==> src/rtl/memory_island_pkg.sv <==
// Shared types and helpers for the memory-island port cut.
package memory_island_pkg;

  localparam int unsigned DefAddrWidth = 32;
  localparam int unsigned DefDataWidth = 64;
  localparam int unsigned DefStrbWidth = DefDataWidth / 8;

  // Request payload carried through the skid buffer at default widths.
  typedef struct packed {
    logic [DefAddrWidth-1:0] addr;
    logic                    we;
    logic [DefDataWidth-1:0] wdata;
    logic [DefStrbWidth-1:0] strb;
  } mem_req_t;

  // Width needed to count 0..max_outstanding inclusive.
  function automatic int unsigned cnt_width(input int unsigned max_outstanding);
    return $clog2(max_outstanding + 1);
  endfunction

endpackage

==> src/rtl/memory_island_skid_fifo.sv <==
// Two-entry FIFO used as the skid buffer of the port cut.
// Push is ignored when full and pop is ignored when empty.
module memory_island_skid_fifo #(
  parameter type T = logic
) (
  input  logic clk_i,
  input  logic rst_ni,
  input  logic push_i,
  input  T     data_i,
  input  logic pop_i,
  output T     data_o,
  output logic full_o,
  output logic empty_o
);

  logic [1:0] cnt_q, cnt_d;
  logic       wr_ptr_q, rd_ptr_q;
  T           mem_q [2];
  logic       push_ok, pop_ok;

  assign full_o  = (cnt_q == 2'd2);
  assign empty_o = (cnt_q == 2'd0);
  assign push_ok = push_i & ~full_o;
  assign pop_ok  = pop_i & ~empty_o;
  assign data_o  = mem_q[rd_ptr_q];

  // Occupancy: simultaneous push and pop leaves it unchanged.
  always_comb begin
    cnt_d = cnt_q;
    unique case ({push_ok, pop_ok})
      2'b10:   cnt_d = cnt_q + 2'd1;
      2'b01:   cnt_d = cnt_q - 2'd1;
      default: cnt_d = cnt_q;
    endcase
  end

  // Storage, pointers and occupancy; storage is cleared so the head reads 0 after reset.
  always_ff @(posedge clk_i) begin
    if (!rst_ni) begin
      mem_q[0] <= '0;
      mem_q[1] <= '0;
      wr_ptr_q <= 1'b0;
      rd_ptr_q <= 1'b0;
      cnt_q    <= '0;
    end else begin
      if (push_ok) begin
        mem_q[wr_ptr_q] <= data_i;
      end
      wr_ptr_q <= wr_ptr_q ^ push_ok;
      rd_ptr_q <= rd_ptr_q ^ pop_ok;
      cnt_q    <= cnt_d;
    end
  end

endmodule

==> src/rtl/memory_island_port_cut.sv <==
// Per-port pipeline cut on the memory-island mem protocol: skid-buffered
// request path, credit-bounded issue, optional response register and a
// sticky error flag for unmatched responses.
module memory_island_port_cut
  import memory_island_pkg::*;
#(
  parameter int unsigned AddrWidth      = DefAddrWidth,
  parameter int unsigned DataWidth      = DefDataWidth,
  parameter int unsigned StrbWidth      = DataWidth / 8,
  parameter int unsigned MaxOutstanding = 4,
  parameter bit          CutRsp         = 1'b1,
  parameter int unsigned CntWidth       = cnt_width(MaxOutstanding)
) (
  input  logic                 clk_i,
  input  logic                 rst_ni,
  input  logic                 s_req_i,
  output logic                 s_gnt_o,
  input  logic [AddrWidth-1:0] s_addr_i,
  input  logic                 s_we_i,
  input  logic [DataWidth-1:0] s_wdata_i,
  input  logic [StrbWidth-1:0] s_strb_i,
  output logic                 s_rvalid_o,
  output logic [DataWidth-1:0] s_rdata_o,
  output logic                 m_req_o,
  input  logic                 m_gnt_i,
  output logic [AddrWidth-1:0] m_addr_o,
  output logic                 m_we_o,
  output logic [DataWidth-1:0] m_wdata_o,
  output logic [StrbWidth-1:0] m_strb_o,
  input  logic                 m_rvalid_i,
  input  logic [DataWidth-1:0] m_rdata_i,
  output logic [CntWidth-1:0]  outstanding_o,
  output logic                 busy_o,
  output logic                 err_o
);

  typedef struct packed {
    logic [AddrWidth-1:0] addr;
    logic                 we;
    logic [DataWidth-1:0] wdata;
    logic [StrbWidth-1:0] strb;
  } req_t;

  localparam logic [CntWidth-1:0] MaxCnt = CntWidth'(MaxOutstanding);

  req_t                in_req, head_req;
  logic                fifo_full, fifo_empty;
  logic                push, issue, rsp_matched;
  logic [CntWidth-1:0] cnt_q, cnt_d;
  logic                err_q, err_d;

  // ---------------------------------------------------------------------------
  // Request path
  // ---------------------------------------------------------------------------
  assign in_req = '{addr: s_addr_i, we: s_we_i, wdata: s_wdata_i, strb: s_strb_i};

  // Grant only looks at buffer state, so m_gnt_i never reaches s_gnt_o.
  assign s_gnt_o = ~fifo_full;
  assign push    = s_req_i & s_gnt_o;
  assign m_req_o = ~fifo_empty & (cnt_q < MaxCnt);
  assign issue   = m_req_o & m_gnt_i;

  memory_island_skid_fifo #(
    .T (req_t)
  ) i_skid (
    .clk_i   (clk_i),
    .rst_ni  (rst_ni),
    .push_i  (push),
    .data_i  (in_req),
    .pop_i   (issue),
    .data_o  (head_req),
    .full_o  (fifo_full),
    .empty_o (fifo_empty)
  );

  assign m_addr_o  = head_req.addr;
  assign m_we_o    = head_req.we;
  assign m_wdata_o = head_req.wdata;
  assign m_strb_o  = head_req.strb;

  // ---------------------------------------------------------------------------
  // Credit counter and error flag
  // ---------------------------------------------------------------------------
  // A response only returns a credit when one is outstanding; an unmatched
  // response in the same cycle as an issue therefore still counts the issue.
  assign rsp_matched = m_rvalid_i & (cnt_q != '0);

  // Next count and sticky error.
  always_comb begin
    cnt_d = cnt_q;
    unique case ({issue, rsp_matched})
      2'b10:   cnt_d = cnt_q + 1'b1;
      2'b01:   cnt_d = cnt_q - 1'b1;
      default: cnt_d = cnt_q;
    endcase
    err_d = err_q | (m_rvalid_i & (cnt_q == '0));
  end

  // Credit and error state registers.
  always_ff @(posedge clk_i) begin
    if (!rst_ni) begin
      cnt_q <= '0;
      err_q <= 1'b0;
    end else begin
      cnt_q <= cnt_d;
      err_q <= err_d;
    end
  end

  assign outstanding_o = cnt_q;
  assign err_o         = err_q;
  assign busy_o        = ~fifo_empty | (cnt_q != '0);

  // ---------------------------------------------------------------------------
  // Response path
  // ---------------------------------------------------------------------------
  if (CutRsp) begin : g_rsp_cut
    logic                 rvalid_q;
    logic [DataWidth-1:0] rdata_q;

    // One-cycle response register; data holds between responses.
    always_ff @(posedge clk_i) begin
      if (!rst_ni) begin
        rvalid_q <= 1'b0;
        rdata_q  <= '0;
      end else begin
        rvalid_q <= m_rvalid_i;
        if (m_rvalid_i) begin
          rdata_q <= m_rdata_i;
        end
      end
    end

    assign s_rvalid_o = rvalid_q;
    assign s_rdata_o  = rdata_q;
  end else begin : g_rsp_bypass
    assign s_rvalid_o = m_rvalid_i;
    assign s_rdata_o  = m_rdata_i;
  end

endmodule

==> config.mk <==
export PLATFORM = sky130hd
export DESIGN_NAME = memory_island_port_cut
export DESIGN_NICKNAME = d
export VERILOG_FILES = /design/src/rtl/memory_island_pkg.sv /design/src/rtl/memory_island_skid_fifo.sv /design/src/rtl/memory_island_port_cut.sv
export SDC_FILE = /design/constraint.sdc
export NUM_CORES = 1
export LEC_CHECK = 0
export ABC_AREA = 1
export CAP_MARGIN = 10
export CORE_MARGIN = 3
export CORE_UTILIZATION = 39
export DETAILED_ROUTE_END_ITERATION = 7
export HOLD_SLACK_MARGIN = 0.12
export MAX_ROUTING_LAYER = met4
export PLACE_DENSITY = 0.67
export SKIP_CTS_REPAIR_TIMING = 1
export SYNTH_ARGS = -nofsm -noshare
export SYNTH_HDL_FRONTEND = slang
export SYNTH_HIERARCHICAL = 1
export SYNTH_SLANG_ARGS = --single-unit
==> constraint.sdc <==
create_clock -name clk_i -period 13.9 [get_ports clk_i]
set_clock_uncertainty 0.1 [all_clocks]
set_input_delay 2.78 -clock clk_i [delete_from_list [all_inputs] [get_ports clk_i]]
set_output_delay 2.78 -clock clk_i [all_outputs]
set_load 0.02 [all_outputs]
==> results.json <==
{
  "core_um2": 29700,
  "synth_seq_cells": 284,
  "path_buf_inv": 2,
  "antenna_left": 0,
  "cpLargestDelayFamily": "buffers and inverters",
  "syn_avg_cell_area_um2": 11.6,
  "power_density_nw_per_um2": 143,
  "hold_path_depth": 2,
  "routed_via_density": 4.68,
  "die-area_um2": 32400,
  "path_clk_slew_ns": 0.06,
  "nNetsFinal": 1532,
  "fin_crit_sh": 0.431,
  "start_util": 0.397,
  "cp.arrival_ns": 3.11,
  "synthDistinctLibCells": 23,
  "finalSetupViolCount": 0,
  "worst_pin_slew_ns": 1.02,
  "route.detailed.drc": 0,
  "worstSetupEndpointType": "output pin",
  "cts.path.max_buffers": 3,
  "first_global_vias": 8537,
  "cts_sinks": 284,
  "dr.pass1.iters": 4,
  "setup_tns_ns": 0,
  "ys_warn_count": 6,
  "fillers": 2585,
  "clock_latency_ns": 0.54,
  "p_switching_mw": 0.648,
  "cp.depth": 3,
  "fmax_ghz": 0.167,
  "cts_inserted_buffers": 30,
  "rsz0062_at_grt": "false",
  "synth_commonest_cells": "nor2_1 (301), edfxtp_1 (210), inv_1 (125)",
  "yosys.area.top_type_share": 0.534,
  "cp_data_required_time_ns": 11.02,
  "syn_area_um2": 11800,
  "die_w_um": 180,
  "fin_util": 0.552,
  "relSlewSlack": 0.321,
  "async_flop_share": 0,
  "die_h_um": 180,
  "status": "complete, no violations",
  "place.gp.congestion": 0.754,
  "synthToLayoutAreaGrowth_pct": 38.8,
  "synth_edf_count": 210,
  "io_pins": 351,
  "leakage_nw": 6.62,
  "grt_usage": 0.176,
  "antenna_found_initial": 2,
  "hold_viol_final": 0,
  "synth.area.top_cells": "edfxtp_1 (53%), dfxtp_1 (13%), mux2_2 (10%)",
  "row_count": 63,
  "hold_path.class": "reg -> reg",
  "port_buffers": 350,
  "drive_gt1_frac": 0.148,
  "drt_wl_total_um": 29300,
  "p_int_mw": 1.69,
  "p_seq_frac": 0.447,
  "grt-ovfl-total": 0,
  "critPathSlowestCell": "buf_4",
  "grt_pass1_wl_um": 44900,
  "reg2reg_depth": 7,
  "wl_per_cell_um": 16.5,
  "slew_violations": 0,
  "synth.largest_area_cell": "edfxtp_1",
  "multi_input_area_um2": 3200,
  "syn_nets": 1199,
  "drv_cap": 0,
  "synth_seq_area_share": 0.659,
  "root_buffer": "clkbuf_16",
  "cpPeakStageDelay_ns": 0.85,
  "crit_chain": "buf_4 -> mux2_2 -> clkdlybuf4s50_1",
  "worstPathMaxFanout": 73,
  "ir_worst_vdd_uv": 88.3,
  "switching_share": 0.277,
  "syn_inst": 1022,
  "fin_crit_ns": 5.99,
  "drtIter0Drc": 392,
  "h-tree-depth": 1,
  "grt_max_degree": 78,
  "crit_type": "reg -> out",
  "regArea_um2": 7790,
  "clockPowerShare": 0.309,
  "synth.most_common_cell": "nor2_1",
  "synth_top_flop_cell": "edfxtp_1",
  "via_count": 8293,
  "cts_tree": "built",
  "dp_hpwl_um": 18900,
  "cp-start-kind": "register",
  "p_comb_frac": 0.244
}
==> worst reg2reg max path, cell delays in order (launching register included) <==
cell and delay [ns]:
dfxtp_1 0.43, nor2_4 0.11, nor2_1 0.15, inv_1 0.12, nor2_8 0.17, nand3_4 0.54
nand2_4 0.79, buf_4 0.80
==> metrics by stage <==
step / std cells / hold slack, ns / cell area (um^2) / setup WS, ns / total power [mW]
after floorplan: 1022 / 0.367 / 11800 / 7.53 / 1.37
after global placement: 1713 / 0.364 / 15500 / 7.33 / 1.63
after detailed placement: 1713 / 0.374 / 15500 / 7.37 / 1.64
after CTS: 1769 / 0.388 / 16400 / 7.83 / 2.38
after global routing: 1771 / 0.400 / 16400 / 7.74 / 2.44
final: 1771 / 0.380 / 16400 / 7.91 / 2.34
==> flip-flops by register name (all words and copies together), names as in the netlist, named ones only <==
| signal | cells |
|---|---|
| err_o | 1 |
| i_skid/wr_ptr_q | 1 |
| outstanding_o | 3 |
| s_rdata_o | 64 |
| s_rvalid_o | 1 |
| i_skid/rd_ptr_q | 1 |
| i_skid/mem_q | 210 |
| i_skid/cnt_q | 2 |
==> power groups by stage <==
stage	sequential [mW]	clock, mW	combinational, mW
global route	1.06	0.776	0.612
floorplan	1.08	0	0.297
global placement	1.06	0	0.574
CTS	1.05	0.748	0.580
detailed placement	1.06	0	0.577
finish	1.05	0.724	0.571
==> cells in the final DEF (no fill, tap or decap), types with 3 or more instances in the layout <==
cell type | Yosys | final
mux2_2 | 105 | 105
clkbuf_16 | 0 | 30
edfxtp_1 | 210 | 210
dfxtp_1 | 74 | 73
clkinv_1 | 0 | 12
clkbuf_1 | 8 | 12
nor2_2 | 50 | 50
nor2_1 | 301 | 301
inv_1 | 125 | 125
buf_4 | 2 | 7
a21oi_1 | 3 | 3
nand2_1 | 17 | 15
clkdlybuf4s50_1 | 0 | 348
o21ai_0 | 69 | 69
==> path summary, 6_finish.rpt <==
| kind | end | slack, ns | from |
|---|---|---|---|
| max | m_addr_o[21] | 7.91 | register |
| max reg2reg | i_skid/mem_q[0][34]$_SDFFCE_PN0P_ | 10.24 | i_skid/cnt_q[0]$_SDFFE_PN0P_ |
| min reg2reg | err_o$_SDFF_PN0_ | 0.38 | err_o$_SDFF_PN0_ |
| min | err_o$_SDFF_PN0_ | 0.38 | err_o$_SDFF_PN0_ |
==> per-layer routing <==
layer / vias to the layer above / track usage / wire length [um]
met5: - / - / 0
met2: 310 / 0.291 / 14300
met3: 40 / 0.0478 / 2410
met1: 3952 / 0.217 / 12000
met4: 0 / 0.0457 / 591
li1: 3991 / - / -
==> layout make-up <==
| cell class | instances | share of cell area |
|---|---|---|
| Antenna cell | 2 | 0.000305 |
| Clock buffer | 42 | 0.0485 |
| Clock inverter | 14 | 0.00557 |
| Inverter | 126 | 0.0290 |
| Multi-Input combinational cell | 556 | 0.195 |
| Sequential cell | 284 | 0.475 |
| Tap cell | 390 | 0.0298 |
| Timing Repair Buffer | 357 | 0.216 |
==> kinds of logic after synthesis <==
group / share of synthesized area
buf+inv: 0.0725
compound gates: 0.0305
mux: 0.100
simple gates: 0.134
flops: 0.659
fa+ha+maj: 0.00381
Power figures use the tool's default switching activity.
==> variant 1 (config.mk and constraints unchanged) <==
Set the parameter `MaxOutstanding` to 8 (it was 4).
--- a/src/rtl/memory_island_port_cut.sv
+++ b/src/rtl/memory_island_port_cut.sv
@@ -7,7 +7,7 @@
   parameter int unsigned AddrWidth      = DefAddrWidth,
   parameter int unsigned DataWidth      = DefDataWidth,
   parameter int unsigned StrbWidth      = DataWidth / 8,
-  parameter int unsigned MaxOutstanding = 4,
+  parameter int unsigned MaxOutstanding = 8,
   parameter bit          CutRsp         = 1'b1,
   parameter int unsigned CntWidth       = cnt_width(MaxOutstanding)
 ) (
Interface: changed (resized outstanding_o); port bits go from 351 to 352. No check against the original RTL was run, so the function may have changed too.
==> variant 1 against the original RTL <==
Cell count grew 1.1%. Area after synthesis grew 0.60%. Power grew 2.1%. Count of clock-buffer cells in the layout shrank 9. Largest power group unchanged. Routed wire length grew 1.6%. Sequential cell count grew 1. Final area grew 1.1%. Worst hold slack gained 0.0079 ns. Worst setup slack lost 0.039 ns.
==> variant 1: results (changes against the original RTL) <==
| Metric | Value |
|---|---|
| FFs w/ async S/R, synth | 0% (unchanged) |
| Largest stage delay on the critical path | 0.87 ns (+0.02 ns) |
| Post-DP HPWL | 19440 um (+2.6%) |
| First-pass GRT wire length | 45720 um (+1.9%) |
| Synth top cells by count | nor2_1, edfxtp_1, inv_1 |
| Iteration-0 DRC Markers | 456 (+16%) |
| Fillers | 2541 (-1.7%) |
| GRT Total Usage | 17.91% (+0.26 points) |
| Slew headroom | 22.04% (-10 points) |
| ANT cells | 0 (-2) |
| Final #Nets | 1553 (+1.4%) |
| DR pass1 iterations | 4 (unchanged) |
| Crit path max fanout | 82 (+12%) |
| Clock latency on the worst-skew pair | 0.53 ns |
| Vias in the first global route | 8593 (+0.66%) |
| Sequential area share after synthesis | 65.70% (-0.23 points) |
| Clock Pin Slew Worst Setup and Hold Paths | 0.06 ns (about the same) |
| Number of H-tree levels | 1 (unchanged) |
| Top post-synthesis cells by area | edfxtp_1, dfxtp_1, mux2_2 |
| Crit path DAT | 3.15 ns (+0.04 ns) |
| Fraction of layout cells with a size suffix above 1 | 14.71% (-0.079 points) |
| Status | complete, no violations |
| Syn nets | 1218 (+1.6%) |
| Port Buf Inserts | 351 (+0.29%) |
| Via count | 8436 (+1.7%) |
| TritonCTS buffer count | 31 (+3.3%) |
| Worst min-delay path category | reg2reg |
| Placer's final routability congestion estimate | 0.7749 (+2.8%) |
| Leak | 6.743 nW (+1.9%) |
| Dpl ws | 7.643 ns (+0.2751 ns) |
| Switch Pwr | 0.0006571 W (+1.5%) |
| Clock buffer depth | 3 (unchanged) |
| Peak VDD IR | 0.09985 mV (+13%) |
| Largest net degree at the start of global routing | 83 (+6.4%) |
| Clk root buf | clkbuf_16 |
| Initial antenna violation count | 0 (-2) |
| Cell variety after synth | 25 (+8.7%) |
| DR WL/cell | 16.63 um (+0.47%) |
## variant 1: logic make-up (layout without fill, tap and decap cells)
| logic type | count (synthesis) | after routing | share of synthesized area, % |
|---|---|---|---|
| XOR/XNOR | 2 | 2 | 0.1474 |
| adder cells (fa/ha/maj) | 4 | 4 | 0.4212 |
| flip-flops | 285 | 285 | 65.70 |
| multiplexers | 105 | 105 | 9.950 |
| AND/OR/NAND/NOR | 381 | 381 | 13.30 |
| AO/OA/AOI/OAI | 77 | 77 | 3.243 |
| buffers and inverters | 186 | 546 | 7.234 |
## variant 1: through the flow
stage / total power, W / instances / area (um^2)
floorplan: 0.001367 / 1040 / 11880
global placement: 0.001617 / 1732 / 15590
detailed placement: 0.001623 / 1732 / 15590
CTS: 0.002423 / 1790 / 16580
global route: 0.002496 / 1790 / 16580
finish: 0.002389 / 1790 / 16580
## variant 1: worst max-delay path: cells and delay by family (launching register included)
family	cells	cell delay, ns
buffers and inverters	2	1.46
DFF	1	0.56
muxes	1	0.43
## variant 1: per-layer routing
metal | vias to the layer above | GRT usage [%] | share of wire (%)
met3 | 39 | 4.441 | 8.1
li1 | 4060 | - | -
met5 | - | - | 0
met1 | 4019 | 22.75 | 42
met2 | 318 | 29.29 | 48
met4 | 0 | 3.961 | 2.0
## variant 1: layout make-up
type | count | area, um^2 | area share, %
flip-flops and latches | 285 | 7811 | 47.12
clock inverters | 25 | 203.9 | 1.230
well taps | 390 | 488.0 | 2.943
multi-input cells | 569 | 3246 | 19.58
inverters | 130 | 490.5 | 2.958
repair buffers | 358 | 3556 | 21.45
clock buffers | 33 | 783.3 | 4.725
## variant 1: final timing paths
path	start	to	slack [ns]	cells after the start
max reg2reg	i_skid/cnt_q[0]$_SDFFE_PN0P_	i_skid/mem_q[1][83]$_SDFFCE_PN0P_	10.42	7
max	flip-flop	m_wdata_o[4]	7.87	3
min reg2reg	err_o$_SDFF_PN0_	err_o$_SDFF_PN0_	0.39	2
min	err_o$_SDFF_PN0_	err_o$_SDFF_PN0_	0.39	2
## variant 1: power groups by stage
stage | registers (W) | clock network, W | logic, W
6_report | 0.00104 | 0.000788 | 0.000559
5_1_grt | 0.00105 | 0.000844 | 0.000599
4_1_cts | 0.00104 | 0.000813 | 0.000566
3_5_place_dp | 0.00106 | 0 | 0.000562
3_3_place_gp | 0.00106 | 0 | 0.000560
2_1_floorplan | 0.00108 | 0 | 0.000289
==> variant 2 (same settings) <==
Made on the original files. Reset style: asynchronous (`rst_ni`), changed in 3 clocked blocks.
--- a/src/rtl/memory_island_skid_fifo.sv
+++ b/src/rtl/memory_island_skid_fifo.sv
@@ -35,7 +35,7 @@
   end
 
   // Storage, pointers and occupancy; storage is cleared so the head reads 0 after reset.
-  always_ff @(posedge clk_i) begin
+  always_ff @(posedge clk_i or negedge rst_ni) begin
     if (!rst_ni) begin
       mem_q[0] <= '0;
       mem_q[1] <= '0;
--- a/src/rtl/memory_island_port_cut.sv
+++ b/src/rtl/memory_island_port_cut.sv
@@ -97,7 +97,7 @@
   end
 
   // Credit and error state registers.
-  always_ff @(posedge clk_i) begin
+  always_ff @(posedge clk_i or negedge rst_ni) begin
     if (!rst_ni) begin
       cnt_q <= '0;
       err_q <= 1'b0;
@@ -119,7 +119,7 @@
     logic [DataWidth-1:0] rdata_q;
 
     // One-cycle response register; data holds between responses.
-    always_ff @(posedge clk_i) begin
+    always_ff @(posedge clk_i or negedge rst_ni) begin
       if (!rst_ni) begin
         rvalid_q <= 1'b0;
         rdata_q  <= '0;
Behaviour: differs if rst_ni is asserted again (counterexample within 4 cycles, from zero or initial values and one cycle with rst_ni low); with rst_ni held inactive, the same outputs for 4 cycles.
==> variant 2 against the original RTL <==
Area after synthesis rose by 3.0%. Worst setup slack worse by 0.49 ns. Routed wire length up 8.8%. Sequential cell count down 1. Final area is 2.1% higher. Via count rose by 21%. Critical endpoint is now m_wdata_o[36].
Power is not compared: it rests on default switching activity, and its combinational part moved more than twofold at a synthesized area within 25%.
==> variant 2: results (changes against the original RTL) <==
| Metric | Value |
|---|---|
| Iteration-0 DRC Markers | 674 (+72%) |
| First-pass GRT wire length | 51260 um (+14%) |
| DR pass1 iterations | 5 (+1) |
| Worst R2R Setup Slack | 10.63 ns (+0.39 ns) |
| Hold path depth | 2 (unchanged) |
| WHS Endpoint | s_rdata_o[57]$_DFFE_PN0P_ |
| Synth Flop Type | dfrtp_1 |
| Slew headroom | 23.96% (-8.1 points) |
| Worst reg-to-reg path cell count | 9 (+2) |
| Worst R2R End | i_skid/mem_q[169]$_DFFE_PN0P_ |
| Top post-synthesis cells by area | dfrtp_1, nand2_1, o21ai_0 |
| Crit path max fanout | 107 (+47%) |
| TritonCTS buffer count | 31 (+3.3%) |
| Status | complete, no violations |
| Post-DP HPWL | 21490 um (+13%) |
| Cell variety after synth | 17 (-26%) |
| GRT Total Usage | 19.30% (+1.6 points) |
| Slowest cell on crit path | dfrtp_4 |
| Yosys warnings | 6 (unchanged) |
| Final #Nets | 1940 (+27%) |
| Largest stage delay on the critical path | 1.09 ns (+0.24 ns) |
| FFs w/ async S/R, synth | 100.0% (+100 points) |
| Largest net degree at the start of global routing | 167 (+110%) |
| Synth top cells by count | nand2_1, o21ai_0, dfrtp_1 |
| Clock latency on the worst-skew pair | 0.54 ns (about the same) |
| Sequential area share after synthesis | 58.24% (-7.7 points) |
| Crit path DAT | 3.60 ns (+0.49 ns) |
| Worst min-delay path category | reg2reg |
| Worst r2r src | i_skid/cnt_q[1]$_DFFE_PN0P_ |
| DR WL/cell | 14.63 um (-12%) |
| Max FFs per register | 210 (unchanged) |
| Vias per Instance | 4.596 (-1.9%) |
| Vias in the first global route | 9847 (+15%) |
| Initial antenna violation count | 3 (+1) |
| Clock Pin Slew Worst Setup and Hold Paths | 0.06 ns (about the same) |
| Top reg by flops | i_skid/mem_q |
| Fillers | 2778 (+7.5%) |
| Hold Path Origin | s_rdata_o[57]$_DFFE_PN0P_ |
| Fraction of layout cells with a size suffix above 1 | 3.425% (-11 points) |
| Placer's final routability congestion estimate | 0.8345 (+11%) |
| Dpl ws | 7.887 ns (+0.5192 ns) |
| Syn nets | 1633 (+36%) |
## variant 2: cell types whose count changed in the layout (fill, tap and decap cells not counted), sizes merged, moves of 74 or more
cell    change
mux2      -105
dfrtp     +283
dfxtp      -74
o21ai     +248
nor2      -349
inv       +105
nand2     +507
edfxtp    -210
## variant 2: critical path: cells and delay by family (launching register included)
kind,cells,cell delay [ns]
flip-flops,1,1.09
buffers and inverters,2,1.53
AND/OR/NAND/NOR,1,0.10
AO/OA/AOI/OAI,1,0.20
## variant 2: per-stage QoR
| stage | hold WS [ns] | util (%) | instances | power, W | instance area (um^2) |
|---|---|---|---|---|---|
| 5_1_grt | 0.3937 | 54.57 | 2180 | 0.004051 | 16740 |
| 3_3_place_gp | 0.3522 | 51.29 | 2124 | 0.002941 | 15730 |
| 3_5_place_dp | 0.3510 | 51.29 | 2124 | 0.002989 | 15730 |
| 6_report | 0.3685 | 54.57 | 2180 | 0.003763 | 16740 |
| 2_1_floorplan | 0.3417 | - | 1454 | 0.002255 | 12160 |
| 4_1_cts | 0.3723 | 54.55 | 2177 | 0.003814 | 16730 |
## variant 2: cell type report
cell class / count / area share, %
inverter: 230 / 5.158
timing repair buffer: 357 / 21.32
clock inverter: 10 / 0.6578
clock buffer: 43 / 5.323
tap: 396 / 2.960
multi-input combinational: 858 / 22.20
sequential: 283 / 42.33
antenna: 3 / 0.04485
## variant 2: cells by family (layout without fill, tap and decap cells)
family	after synthesis	in the layout	synth area share, %
fa+ha+maj	5	5	0.5762
simple gates	534	534	16.59
buf+inv	313	640	11.41
flops	283	283	58.24
other cells	0	3	0
compound gates	317	317	13.05
xor+xnor	2	2	0.1441
## variant 2: metal layers
metal,routed length (um),GRT usage [%],up-vias
met5,0,-,-
met2,14780,30.18,313
li1,-,-,5036
met3,2735,5.461,53
met1,13680,24.98,4617
met4,694,4.845,0
## variant 2: where the power goes
group / leakage, nW / internal, W / switching (W) / total (W)
Clock: 0.495 / 0.000480 / 0.000319 / 0.000799
Combinational: 3.80 / 0.000678 / 0.000962 / 0.00164
Sequential: 3.47 / 0.00115 / 0.000171 / 0.00132
## variant 2: worst max path at each step
stage,start,end,slack [ns],cells after the start
after global routing,i_skid/rd_ptr_q$_DFF_PN0_,m_addr_o[13],7.17,4
after global placement,s_req_i,i_skid/mem_q[166]$_DFFE_PN0P_,7.90,9
after floorplan,m_rvalid_i,outstanding_o[2]$_DFFE_PN0P_,9.77,10
after CTS,i_skid/rd_ptr_q$_DFF_PN0_,m_addr_o[4],7.43,4
final,i_skid/rd_ptr_q$_DFF_PN0_,m_wdata_o[36],7.42,4
after detailed placement,s_req_i,i_skid/mem_q[161]$_DFFE_PN0P_,7.89,9
